--- src/rtl/decod_pkg.sv ---
// Shared types and helpers for the one-hot scan decoder.
package decod_pkg;

  localparam int N_MIN = 1;
  localparam int N_MAX = 6;
  localparam int W_MAX = 1 << N_MAX;

  typedef enum logic [1:0] {
    ST_OFF    = 2'd0,
    ST_DIRECT = 2'd1,
    ST_SCAN   = 2'd2
  } decod_state_t;

  // Callers truncate the result to their own 2^N width.
  function automatic logic [W_MAX-1:0] onehot(input logic [N_MAX-1:0] sel);
    logic [W_MAX-1:0] r;
    r      = '0;
    r[sel] = 1'b1;
    return r;
  endfunction

endpackage

--- src/rtl/decod_next_sel.sv ---
// Circular priority search: the next enabled channel strictly after idx_i,
// wrapping modulo 2^N; the last candidate examined is idx_i itself.
module decod_next_sel
  import decod_pkg::*;
#(
  parameter int N = 3
) (
  input  logic [N-1:0]    idx_i,
  input  logic [2**N-1:0] mask_i,
  output logic [N-1:0]    next_idx_o,
  output logic            wrap_o,
  output logic            none_o
);

  localparam int W = 1 << N;

  logic [N-1:0] cand;

  // NOTE: every output of a combinational block gets a default before any
  // conditional assignment, otherwise synthesis infers latches.
  always_comb begin
    next_idx_o = idx_i;
    none_o     = 1'b1;
    cand       = '0;
    // Walk from the farthest candidate to the nearest so the nearest hit wins.
    for (int k = W; k >= 1; k--) begin
      cand = idx_i + N'(k);
      if (mask_i[cand]) begin
        next_idx_o = cand;
        none_o     = 1'b0;
      end
    end
    wrap_o = !none_o && (next_idx_o <= idx_i);
  end

endmodule

--- src/rtl/decodificador_varredura.sv ---
// N-to-2^N registered one-hot decoder with an optional prescaled scan mode.
// Define DECOD_SCAN_EN to build the SCAN state; otherwise mode=1 acts as direct.
module decodificador_varredura
  import decod_pkg::*;
#(
  parameter int N   = 3,
  parameter int DIV = 4
) (
  input  logic            clk,
  input  logic            rst_n,
  input  logic [N-1:0]    in,
  input  logic            enable,
  input  logic            mode,
  input  logic [2**N-1:0] mask,
  output logic [2**N-1:0] out,
  output logic [N-1:0]    idx,
  output logic            wrap
);

  localparam int W  = 1 << N;
  localparam int PW = (DIV > 1) ? $clog2(DIV) : 1;

  logic [W-1:0] out_q;
  logic [N-1:0] idx_q;
  logic         wrap_q;
  decod_state_t state_d;

  assign out  = out_q;
  assign idx  = idx_q;
  assign wrap = wrap_q;

`ifdef DECOD_SCAN_EN

  decod_state_t state_q;
  logic [PW-1:0] presc_q;
  logic          last_direct_q;
  logic [N-1:0]  next_idx;
  logic          next_wrap;
  logic          next_none;
  logic          step;
  logic          scan_entry;

  decod_next_sel #(.N(N)) u_next_sel (
    .idx_i      (idx_q),
    .mask_i     (mask),
    .next_idx_o (next_idx),
    .wrap_o     (next_wrap),
    .none_o     (next_none)
  );

  always_comb begin
    state_d = ST_SCAN;
    if (!enable)    state_d = ST_OFF;
    else if (!mode) state_d = ST_DIRECT;
  end

  assign step = (presc_q == PW'(DIV - 1));
  // A scan restarts from `in` unless it is resuming after a pause.
  assign scan_entry = (state_q == ST_DIRECT) || ((state_q == ST_OFF) && last_direct_q);

  // NOTE: sequential state is updated with non-blocking assignments so every
  // flop samples the pre-edge values, independent of statement order.
  always_ff @(posedge clk or negedge rst_n) begin
    if (!rst_n) begin
      state_q       <= ST_OFF;
      last_direct_q <= 1'b1;
      presc_q       <= '0;
      out_q         <= '0;
      idx_q         <= '0;
      wrap_q        <= 1'b0;
    end else begin
      state_q <= state_d;
      case (state_d)
        ST_DIRECT: begin
          out_q         <= W'(onehot(N_MAX'(in)));
          idx_q         <= in;
          presc_q       <= '0;
          wrap_q        <= 1'b0;
          last_direct_q <= 1'b1;
        end
        ST_SCAN: begin
          last_direct_q <= 1'b0;
          if (scan_entry) begin
            out_q   <= W'(onehot(N_MAX'(in))) & mask;
            idx_q   <= in;
            presc_q <= '0;
            wrap_q  <= 1'b0;
          end else begin
            out_q <= W'(onehot(N_MAX'(idx_q))) & mask;
            if (step) begin
              presc_q <= '0;
              wrap_q  <= next_wrap;
              if (!next_none) idx_q <= next_idx;
            end else begin
              presc_q <= presc_q + PW'(1);
              wrap_q  <= 1'b0;
            end
          end
        end
        default: begin
          // OFF: idx and the prescaler hold so a paused scan can resume.
          out_q  <= '0;
          wrap_q <= 1'b0;
        end
      endcase
    end
  end

`else

  logic unused_scan_inputs;
  assign unused_scan_inputs = ^{mode, mask};

  always_comb begin
    state_d = ST_DIRECT;
    if (!enable) state_d = ST_OFF;
  end

  always_ff @(posedge clk or negedge rst_n) begin
    if (!rst_n) begin
      out_q  <= '0;
      idx_q  <= '0;
      wrap_q <= 1'b0;
    end else begin
      wrap_q <= 1'b0;
      if (state_d == ST_DIRECT) begin
        out_q <= W'(onehot(N_MAX'(in)));
        idx_q <= in;
      end else begin
        out_q <= '0;
      end
    end
  end

`endif

endmodule

--- config.mk ---
export PLATFORM = sky130hd
export DESIGN_NAME = decodificador_varredura
export DESIGN_NICKNAME = d
export VERILOG_FILES = /design/src/rtl/decod_pkg.sv /design/src/rtl/decod_next_sel.sv /design/src/rtl/decodificador_varredura.sv
export SDC_FILE = /design/constraint.sdc
export NUM_CORES = 1
export LEC_CHECK = 0
export CAP_MARGIN = 20
export CORE_AREA = 2 2 39 41
export CTS_BUF_LIST = sky130_fd_sc_hd__clkbuf_2 sky130_fd_sc_hd__clkbuf_4 sky130_fd_sc_hd__clkbuf_8
export CTS_CLUSTER_DIAMETER = 200
export DETAILED_ROUTE_END_ITERATION = 16
export DIE_AREA = 0 0 41 43
export GPL_TIMING_DRIVEN = 0
export PLACE_DENSITY = 0.79
export SLEW_MARGIN = 30
export SYNTH_ARGS = -nofsm -noshare
export SYNTH_HDL_FRONTEND = slang
export SYNTH_SLANG_ARGS = --single-unit
export TNS_END_PERCENT = 1
--- constraint.sdc ---
create_clock -name clk -period 1.4 [get_ports clk]
set_input_delay 0.28 -clock clk [delete_from_list [all_inputs] [get_ports clk]]
set_output_delay 0.28 -clock clk [all_outputs]
set_load 0.1 [all_outputs]
==> metrics <==
CTS tree built; Diodes inserted 0; CP Max Fanout 2; largest net degree at the start of global routing 12; maxcap violations 0; Leakage 0.311 nW; Setup Buffers After CTS 0; Int Power 506 uW; Syn Inst Count 25; Routed Wire Length 693 um; CP Buf/Inv Count 1; met3 wire len 64 um; overall power about 760 uW; clock skew 0 ps; Post-Synth Simple-Gate Area between 20% and 30%; Top Metal Used met4; placed instance area 611 um^2; count of cell types in the netlist 11; fraction of layout instances using a drive strength above 1 51.1%; Yosys Warn Count 0; starting DRC count in detailed routing 8; Antenna Nets Post-Route 0; share of the synthesized area in the top cell type 64.0%; worst setup path end idx[1]; Register Area 275 um^2; Multi-input gate area 136 um^2; GRT overflow 0; final slew viol count 0; Psw roughly 250 uW; I/O pins 27; pwr/cell area between 1000 and 1500 mW/mm^2; Max Root-Sink Buffers 2; antenna violations before repair 0; number of global-route vias before repair 248; endpoints failing hold 0; fill count 144; r2r startpoint idx[1]$_DFFE_PN0P_; placed cell count 57; status finished clean; Mean Syn Cell Area 17.2 um^2; multiplexer area fraction after synthesis 9.59%; CP Depth 1; Worst-Skew Late Latency 260 ps; post-synthesis sequential area ratio 64.0%; Final Cycle Share 94.8%; CP Launch Point idx[1]$_DFFE_PN0P_; Worst setup EP type output pin; FF-to-FF End idx[1]$_DFFE_PN0P_; Reg2Reg Depth 1; critical path type flop to output pin; worst hold path class input port to asynchronous set/reset pin; combinational family with the most area after synthesis simple AND/OR/NAND/NOR gates; post-route core utilization 42.3%; count of input and output buffers 16; Initial Util a little under a third; crit-path max cell delay 430 ps; Synth-to-Final Area Change 36.0%; Worst setup SP type flop; sequential power share 44.5%; FMAX 754 MHz; CP cell instances buf_2; switching share of power 33.3%; H-tree levels 1; Critical Path RT 1120 ps; Area contributors post-synth dfrtp_1, and4b_1, mux2_4; clock power share ~30%; Total Routing Usage GR 9.78%; Final Critical Period 1330 ps; Synth Area in Compound Gates 0%; Final Non-Filler Cells 61; CTS root buffer clkbuf_4; clk slew on worst S/H paths around 60 ps; Avg WL per Cell 11.4 um; Layout Nets 61; #FFs+latches synth 11; global-route wire length before repair 1080 um; flop-to-flop setup slack 640 ps; post-route cell area 586 um^2; DIE WIDTH 41 um; Die H 43 um; Mapped Nets 40; RSZ-0062 raised after global routing false; CTS sink count 11; total core area 0.00138 mm^2; Setup Viol. Count Final 0; via count 279; via/cell ratio 4.57; kind of cell adding the most delay to the critical path buffers and inverters; xor/xnor share of the synthesized area 0%; worst vdd ir 0.607 mV; mapped cell area roughly 430 um^2; Crit path arrival time 1050 ps; Rows 14; Comb pwr share 25.8%; CTS Buf Count 3; Routed met1 length 329 um; Adder-Cell Fraction of Synth Area 0%; Remaining DRCs 0; drt first pass iters 4; Synth area leader dfrtp_1; slowest CP cell buf_2; GPL Wtd Cong 0.653; DIE AREA around 0.0018 mm^2; commonest cells after routing, fill and taps aside dfrtp_1, buf_2, clkdlybuf4s50_1; met2 WL between 200 and 300 um
[timing repair]
action,in CTS,in global routing
resized for setup,55,0
hold buffers,0,0
hold endpoints to repair,0,0
setup endpoints to repair,11,0
[Yosys cell counts]
master	number
and4bb_1	1
and4_1	1
mux2_2	1
dfrtp_1	11
buf_4	1
and4bb_2	2
nor4b_2	1
and4b_1	3
buf_6	1
conb_1	1
mux2_4	2
[flip-flops by register name, summed over array words and instances (netlist names)]
name and flops:
out 8, idx 3
[worst min path at each step]
stage / startpoint / endpoint / slack (ps) / cells after the start
after global placement: idx[0]$_DFFE_PN0P_ / idx[0]$_DFFE_PN0P_ / 500 / 1
after detailed placement: idx[2]$_DFFE_PN0P_ / idx[2]$_DFFE_PN0P_ / 500 / 1
after CTS: rst_n / out[1]$_DFF_PN0_ / 350 / 1
after floorplan: rst_n / idx[0]$_DFFE_PN0P_ / -20 / 0
after global routing: rst_n / out[2]$_DFF_PN0_ / 380 / 1
final: rst_n / out[5]$_DFF_PN0_ / 340 / 1
[cells by family (layout without fill, tap and decap cells)]
kind of cell           count (synthesis)  count (layout)
flip-flops                            11              11
AND/OR/NAND/NOR                        8               8
multiplexers                           3               3
buffers and inverters                  2              22
other                                  1               1
[routing by layer]
layer | GRT usage, % | vias to the layer above
met5 | 0 | -
met4 | 8.00 | 0
met3 | 4.71 | 4
met2 | 10.9 | 17
met1 | 13.5 | 128
li1 | - | 130
[area by class of cell]
cell class	count	area share, %
tap	16	3.42
buffer	2	3.21
sequential	11	47.0
multi-input combinational	12	23.3
clock buffer	4	5.13
timing repair buffer	16	17.9
[metrics by stage]
step	setup WS (ps)	setup TNS (ps)	hold slack, ps
after floorplan	142	0	-15.6
after global placement	-342	-3460	495
after detailed placement	-361	-3480	497
after CTS	56.6	0	347
after global routing	29.0	0	377
final	73.0	0	337
[power by group through the flow]
stage,Combinational [mW],Sequential (mW),Clock [mW]
floorplan,0.0402,0.452,0
finish,0.196,0.338,0.226
global placement,0.209,0.344,0
CTS,0.197,0.338,0.238
detailed placement,0.211,0.344,0
global route,0.202,0.339,0.257
Note: power is estimated with default switching activity, not from simulation.
